--- config.mk ---
export PLATFORM = sky130hd
export DESIGN_NAME = fpnew_opgroup_out_arb
export DESIGN_NICKNAME = d
export VERILOG_FILES = /design/src/rtl/fpnew_pkg.sv /design/src/rtl/fpnew_rr_arb_core.sv /design/src/rtl/fpnew_opgroup_out_arb.sv
export SDC_FILE = /design/constraint.sdc
export NUM_CORES = 1
export LEC_CHECK = 0
export CORE_AREA = 2 2 177 179
export CTS_CLUSTER_SIZE = 24
export DETAILED_ROUTE_END_ITERATION = 8
export DIE_AREA = 0 0 179 181
export GPL_ROUTABILITY_DRIVEN = 0
export PLACE_DENSITY = 0.67
export REMOVE_ABC_BUFFERS = 1
export SYNTH_ARGS = -nofsm -noshare
export SYNTH_HDL_FRONTEND = slang
export SYNTH_SLANG_ARGS = --single-unit
--- constraint.sdc ---
create_clock -name clk_i -period 5.1 [get_ports clk_i]
set_input_delay 0.765 -clock clk_i [delete_from_list [all_inputs] [get_ports clk_i]]
set_output_delay 0.765 -clock clk_i [all_outputs]
set_load 0.02 [all_outputs]
--- src/rtl/fpnew_pkg.sv ---
// fpnew_pkg: shared FPU types and the round-robin pointer-wrap helper
package fpnew_pkg;

    typedef struct packed {
        logic NV;
        logic DZ;
        logic OF;
        logic UF;
        logic NX;
    } status_t;

    function automatic int unsigned rr_next(input int unsigned ptr, input int unsigned n);
        return (ptr + 1 >= n) ? 0 : ptr + 1;
    endfunction

endpackage

--- src/rtl/fpnew_rr_arb_core.sv ---
// fpnew_rr_arb_core: combinational round-robin grant starting at rr_ptr_i
module fpnew_rr_arb_core #(
    parameter int unsigned NumInputs = 5,
    parameter int unsigned IdxWidth  = (NumInputs > 1) ? $clog2(NumInputs) : 1
) (
    input  logic [NumInputs-1:0] req_i,
    input  logic [IdxWidth-1:0]  rr_ptr_i,
    input  logic                 en_i,
    output logic [NumInputs-1:0] gnt_o,
    output logic [IdxWidth-1:0]  idx_o
);

    logic        found;
    logic [31:0] j;

    always_comb begin
        gnt_o = '0;
        idx_o = '0;
        found = 1'b0;
        j     = '0;
        for (int unsigned k = 0; k < NumInputs; k++) begin
            j = 32'(rr_ptr_i) + k;
            if (j >= NumInputs) j = j - NumInputs;
            if (en_i && !found && req_i[j[IdxWidth-1:0]]) begin
                found                    = 1'b1;
                gnt_o[j[IdxWidth-1:0]]   = 1'b1;
                idx_o                    = j[IdxWidth-1:0];
            end
        end
    end

endmodule

--- src/rtl/fpnew_opgroup_out_arb.sv ---
// fpnew_opgroup_out_arb: round-robin merge of format-slice results into one registered output
module fpnew_opgroup_out_arb
    import fpnew_pkg::*;
#(
    parameter int unsigned NumInputs = 5,
    parameter int unsigned Width     = 64,
    parameter type         TagType   = logic,
    localparam int unsigned IdxWidth = (NumInputs > 1) ? $clog2(NumInputs) : 1
) (
    input  logic                            clk_i,
    input  logic                            rst_ni,
    input  logic    [NumInputs-1:0]         in_valid_i,
    output logic    [NumInputs-1:0]         in_ready_o,
    input  logic    [NumInputs-1:0][Width-1:0] result_i,
    input  status_t [NumInputs-1:0]         status_i,
    input  logic    [NumInputs-1:0]         ext_bit_i,
    input  TagType  [NumInputs-1:0]         tag_i,
    input  logic    [NumInputs-1:0]         busy_i,
    input  logic                            flush_i,
    output logic    [Width-1:0]             result_o,
    output status_t                         status_o,
    output logic                            extension_bit_o,
    output TagType                          tag_o,
    output logic    [IdxWidth-1:0]          src_idx_o,
    output logic                            out_valid_o,
    input  logic                            out_ready_i,
    output logic                            busy_o
);

    logic                 out_valid_q;
    logic [Width-1:0]     result_q;
    status_t              status_q;
    logic                 ext_bit_q;
    TagType               tag_q;
    logic [IdxWidth-1:0]  src_idx_q, rr_ptr_q, rr_ptr_d;
    logic [NumInputs-1:0] gnt;
    logic [IdxWidth-1:0]  gnt_idx;
    logic                 stage_ready, hs;

    assign stage_ready = ~out_valid_q | out_ready_i;

    // no grants while in reset so slices held in reset never see a handshake
    fpnew_rr_arb_core #(
        .NumInputs(NumInputs),
        .IdxWidth (IdxWidth)
    ) i_arb (
        .req_i   (in_valid_i),
        .rr_ptr_i(rr_ptr_q),
        .en_i    (stage_ready & ~flush_i & rst_ni),
        .gnt_o   (gnt),
        .idx_o   (gnt_idx)
    );

    assign hs         = |gnt;
    assign in_ready_o = gnt;
    assign rr_ptr_d   = IdxWidth'(rr_next(32'(gnt_idx), NumInputs));

    always_ff @(posedge clk_i) begin
        if (!rst_ni) begin
            out_valid_q <= 1'b0;
            result_q    <= '0;
            status_q    <= '0;
            ext_bit_q   <= 1'b0;
            tag_q       <= '0;
            src_idx_q   <= '0;
            rr_ptr_q    <= '0;
        end else if (flush_i) begin
            out_valid_q <= 1'b0;
        end else if (hs) begin
            out_valid_q <= 1'b1;
            result_q    <= result_i[gnt_idx];
            status_q    <= status_i[gnt_idx];
            ext_bit_q   <= ext_bit_i[gnt_idx];
            tag_q       <= tag_i[gnt_idx];
            src_idx_q   <= gnt_idx;
            rr_ptr_q    <= rr_ptr_d;
        end else if (out_ready_i) begin
            out_valid_q <= 1'b0;
        end
    end

    assign out_valid_o     = out_valid_q;
    assign result_o        = result_q;
    assign status_o        = status_q;
    assign extension_bit_o = ext_bit_q;
    assign tag_o           = tag_q;
    assign src_idx_o       = src_idx_q;
    assign busy_o          = (|busy_i) | out_valid_q;

endmodule

==> impl_metrics.yaml <==
outcome:
  status: "finished clean"
route:
  via_count: 9563
  top_layer_used: "met4"
  viasPerCell: 5.43
  met1Wirelength_um: 13700
  route.detailed.drc: 0
  drt_iter0_drc: 671
  detail_route.wl_per_cell_um: 19.6
  route.met2.wl_um: 16300
  wl_met3_um: 2770
  routed_wl_um: 34500
  drtAntennaViolNets: 0
  firstDrtPassIters: 5
yosys:
  synth-compound-area-share_pct: 35.5
  synth_xor_xnor_area_share_pct: 0.507
  synth-edff-count: 0
  synth_top_family_by_area: "compound AO/OA/AOI/OAI gates"
  synth.avg_cell_area_um2: 7.06
  yosysUniqueCellTypes: 79
  ys_async_sr_fraction_pct: 0
  yosysWarnings: 0
  ys_seq_elements: 78
  syn_inst: 979
  yosysSeqAreaShare_pct: 22.6
  synth_fa_ha_area_share_pct: 2.10
  syn_area_um2: 6910
  synth-simple-area-share_pct: 29.3
  synthMuxAreaShare_pct: 1.16
  synthFlopType: "dfxtp_1"
worst_hold_path:
  min_from: "src_idx_o[1]"
  hold_path_class: "reg2reg"
  worstHoldPathCells: 2
placement:
  hpwl_um: 25300
  dp.cells: 1744
  place_area_um2: 11700
  port_buffers: 449
setup_path:
  cp-start-kind: "register"
  critPathArrivalTime_ns: 4.14
  cp-end-kind: "output port"
  r2r_start: "rr_ptr_q[0]"
  crit_start: "rr_ptr_q[0]"
  cp_max_fo: 8
  cp.required_ns: 4.34
  path_class: "reg2out"
  rr_worst_depth: 15
cells_and_area:
  nets: 1739
  area_growth_pct: 73.7
  final_common_cell: "clkdlybuf4s50_1"
  fin_cells: 1762
  final_cell_mix: "clkdlybuf4s50_1, nand3_1, nand2_1"
  drive_above_1_share_pct: 7.85
  stdcell_area_um2: 12000
clock_network:
  cts_tree: "built"
  cts_made_buffers: 9
  htreeDepth: 3
  cts_root_buffer: "clkbuf_16"
  post_cts.repair.setup_buffers: 0
  clock_latency_ns: 0.35
  cts.sink_count: 78
  clk_pin_slew_ns: 0.06
  cts_buffer_depth: 2
global_route:
  grt_max_degree: 144
  grt_pass1_wl_um: 51600
  grt_pass1_vias: 9253
  grt_util_all_layers_pct: 20.5
  grt_overflow: 0
  antenna_found_initial: 3
run:
  maxCapViolations: 0
pwr:
  p_leak_nw: 4.51
  p_per_area_nw_per_um2: 411
  ir_drop_v: 0.000268
  p_total_mw: 4.93
die:
  start_util_pct: 22.8
  dieArea_um2: 32400
  fp.dieH_um: 181
  fp.coreArea_um2: 30300
  rows: 64
  die_w_um: 179
  io_pins: 450
timing:
  rsz0062_at_grt: "false"
  finalSetupViolCount: 0
  slew_headroom_pct: 50.6
  slew_viol_final: 0
  clock_skew_ns: 0.0103
  tightest_slew_ns: 0.741
  period_share_pct: 96.2
  final-hold-violation-count: 0
  min_period_ns: 4.91
  fmax_ghz: 0.204
[cell families after synthesis]
group                    count (synthesis)
adder cells (fa/ha/maj)                 11
AND/OR/NAND/NOR                        423
XOR/XNOR                                 4
AO/OA/AOI/OAI                          323
multiplexers                             8
buffers and inverters                  132
flip-flops                              78
[stage by stage]
step | worst slack (ns) | setup TNS, ns | util (%) | hold slack (ns)
final | 0.195 | 0 | 39.5 | 0.482
after global routing | 0.0413 | 0 | 39.5 | 0.511
after CTS | 0.0999 | 0 | 39.5 | 0.483
after detailed placement | 0.160 | 0 | 38.6 | 0.475
after global placement | 0.196 | 0 | 38.6 | 0.463
after floorplan | -3.31 | -239.85 | - | 0.551
[synthesized netlist by cell type, types with 9 or more instances]
library cell / count / area [µm²]
o21ai_0: 35 / 175
dfxtp_1: 78 / 1560
nand3_1: 191 / 956
o221a_2: 38 / 428
nand2_1: 160 / 601
a32oi_1: 15 / 131
buf_2: 23 / 115
nor3_1: 9 / 45.0
inv_1: 20 / 75.1
o21ai_1: 40 / 200
clkbuf_1: 72 / 270
a31oi_1: 80 / 500
nor2_1: 17 / 63.8
o221a_1: 20 / 225
a21oi_1: 16 / 80.1
buf_6: 11 / 124
a311o_1: 14 / 140
ha_1: 10 / 125
[cell type report]
cell class / instances / area [µm²]
Inverter: 21 / 81.3
Fill cell: 3098 / 18300
Timing Repair Buffer: 480 / 4810
Sequential cell: 78 / 1560
Clock inverter: 4 / 47.5
Clock buffer: 11 / 243
Antenna cell: 3 / 7.51
Multi-Input combinational cell: 769 / 4760
Tap cell: 396 / 495
[registers in the layout, summed over array words and instances (netlist names)]
signal           count
extension_bit_o      1
out_valid_o          1
result_o            64
rr_ptr_q             3
src_idx_o            3
status_o             5
tag_o                1
[final timing paths]
kind	end	slack (ns)
worst min-delay path	src_idx_o[1]	0.48
worst max-delay path	in_ready_o[4]	0.19
worst max register to register	result_o[50]	0.74
worst min register to register	src_idx_o[1]	0.48
[worst max-delay path: stages, from the launching register on]
cell and delay [ns]:
dfxtp_1 0.32, inv_2 0.14, ha_1 0.17, inv_1 0.05, fa_1 0.49, a21o_1 0.26, a21o_1 0.20, a211o_1 0.33
and2_1 0.21, or4_1 0.53, or3_4 0.42, and2_4 0.16, inv_1 0.15, dlygate4sd2_1 0.36
[per-layer routing]
layer	vias up	track usage [%]
met5	-	0.772
met4	0	11.0
met3	100	5.11
met2	478	33.3
met1	4495	24.6
li1	4490	-
[where the power goes]
part / switching [mW] / internal (mW) / leakage (nW)
registers: 0.126 / 0.837 / 0.640
clock network: 0.294 / 0.390 / 0.141
logic: 1.83 / 1.45 / 3.72
total: 2.25 / 2.68 / 4.51
[what timing repair did]
| item | CTS | global route |
|---|---|---|
| setup endpoints to repair | 1 | 1 |
| hold buffers | 0 | 0 |
| resized for setup | 1 | 2 |
Power figures use the tool's default switching activity.
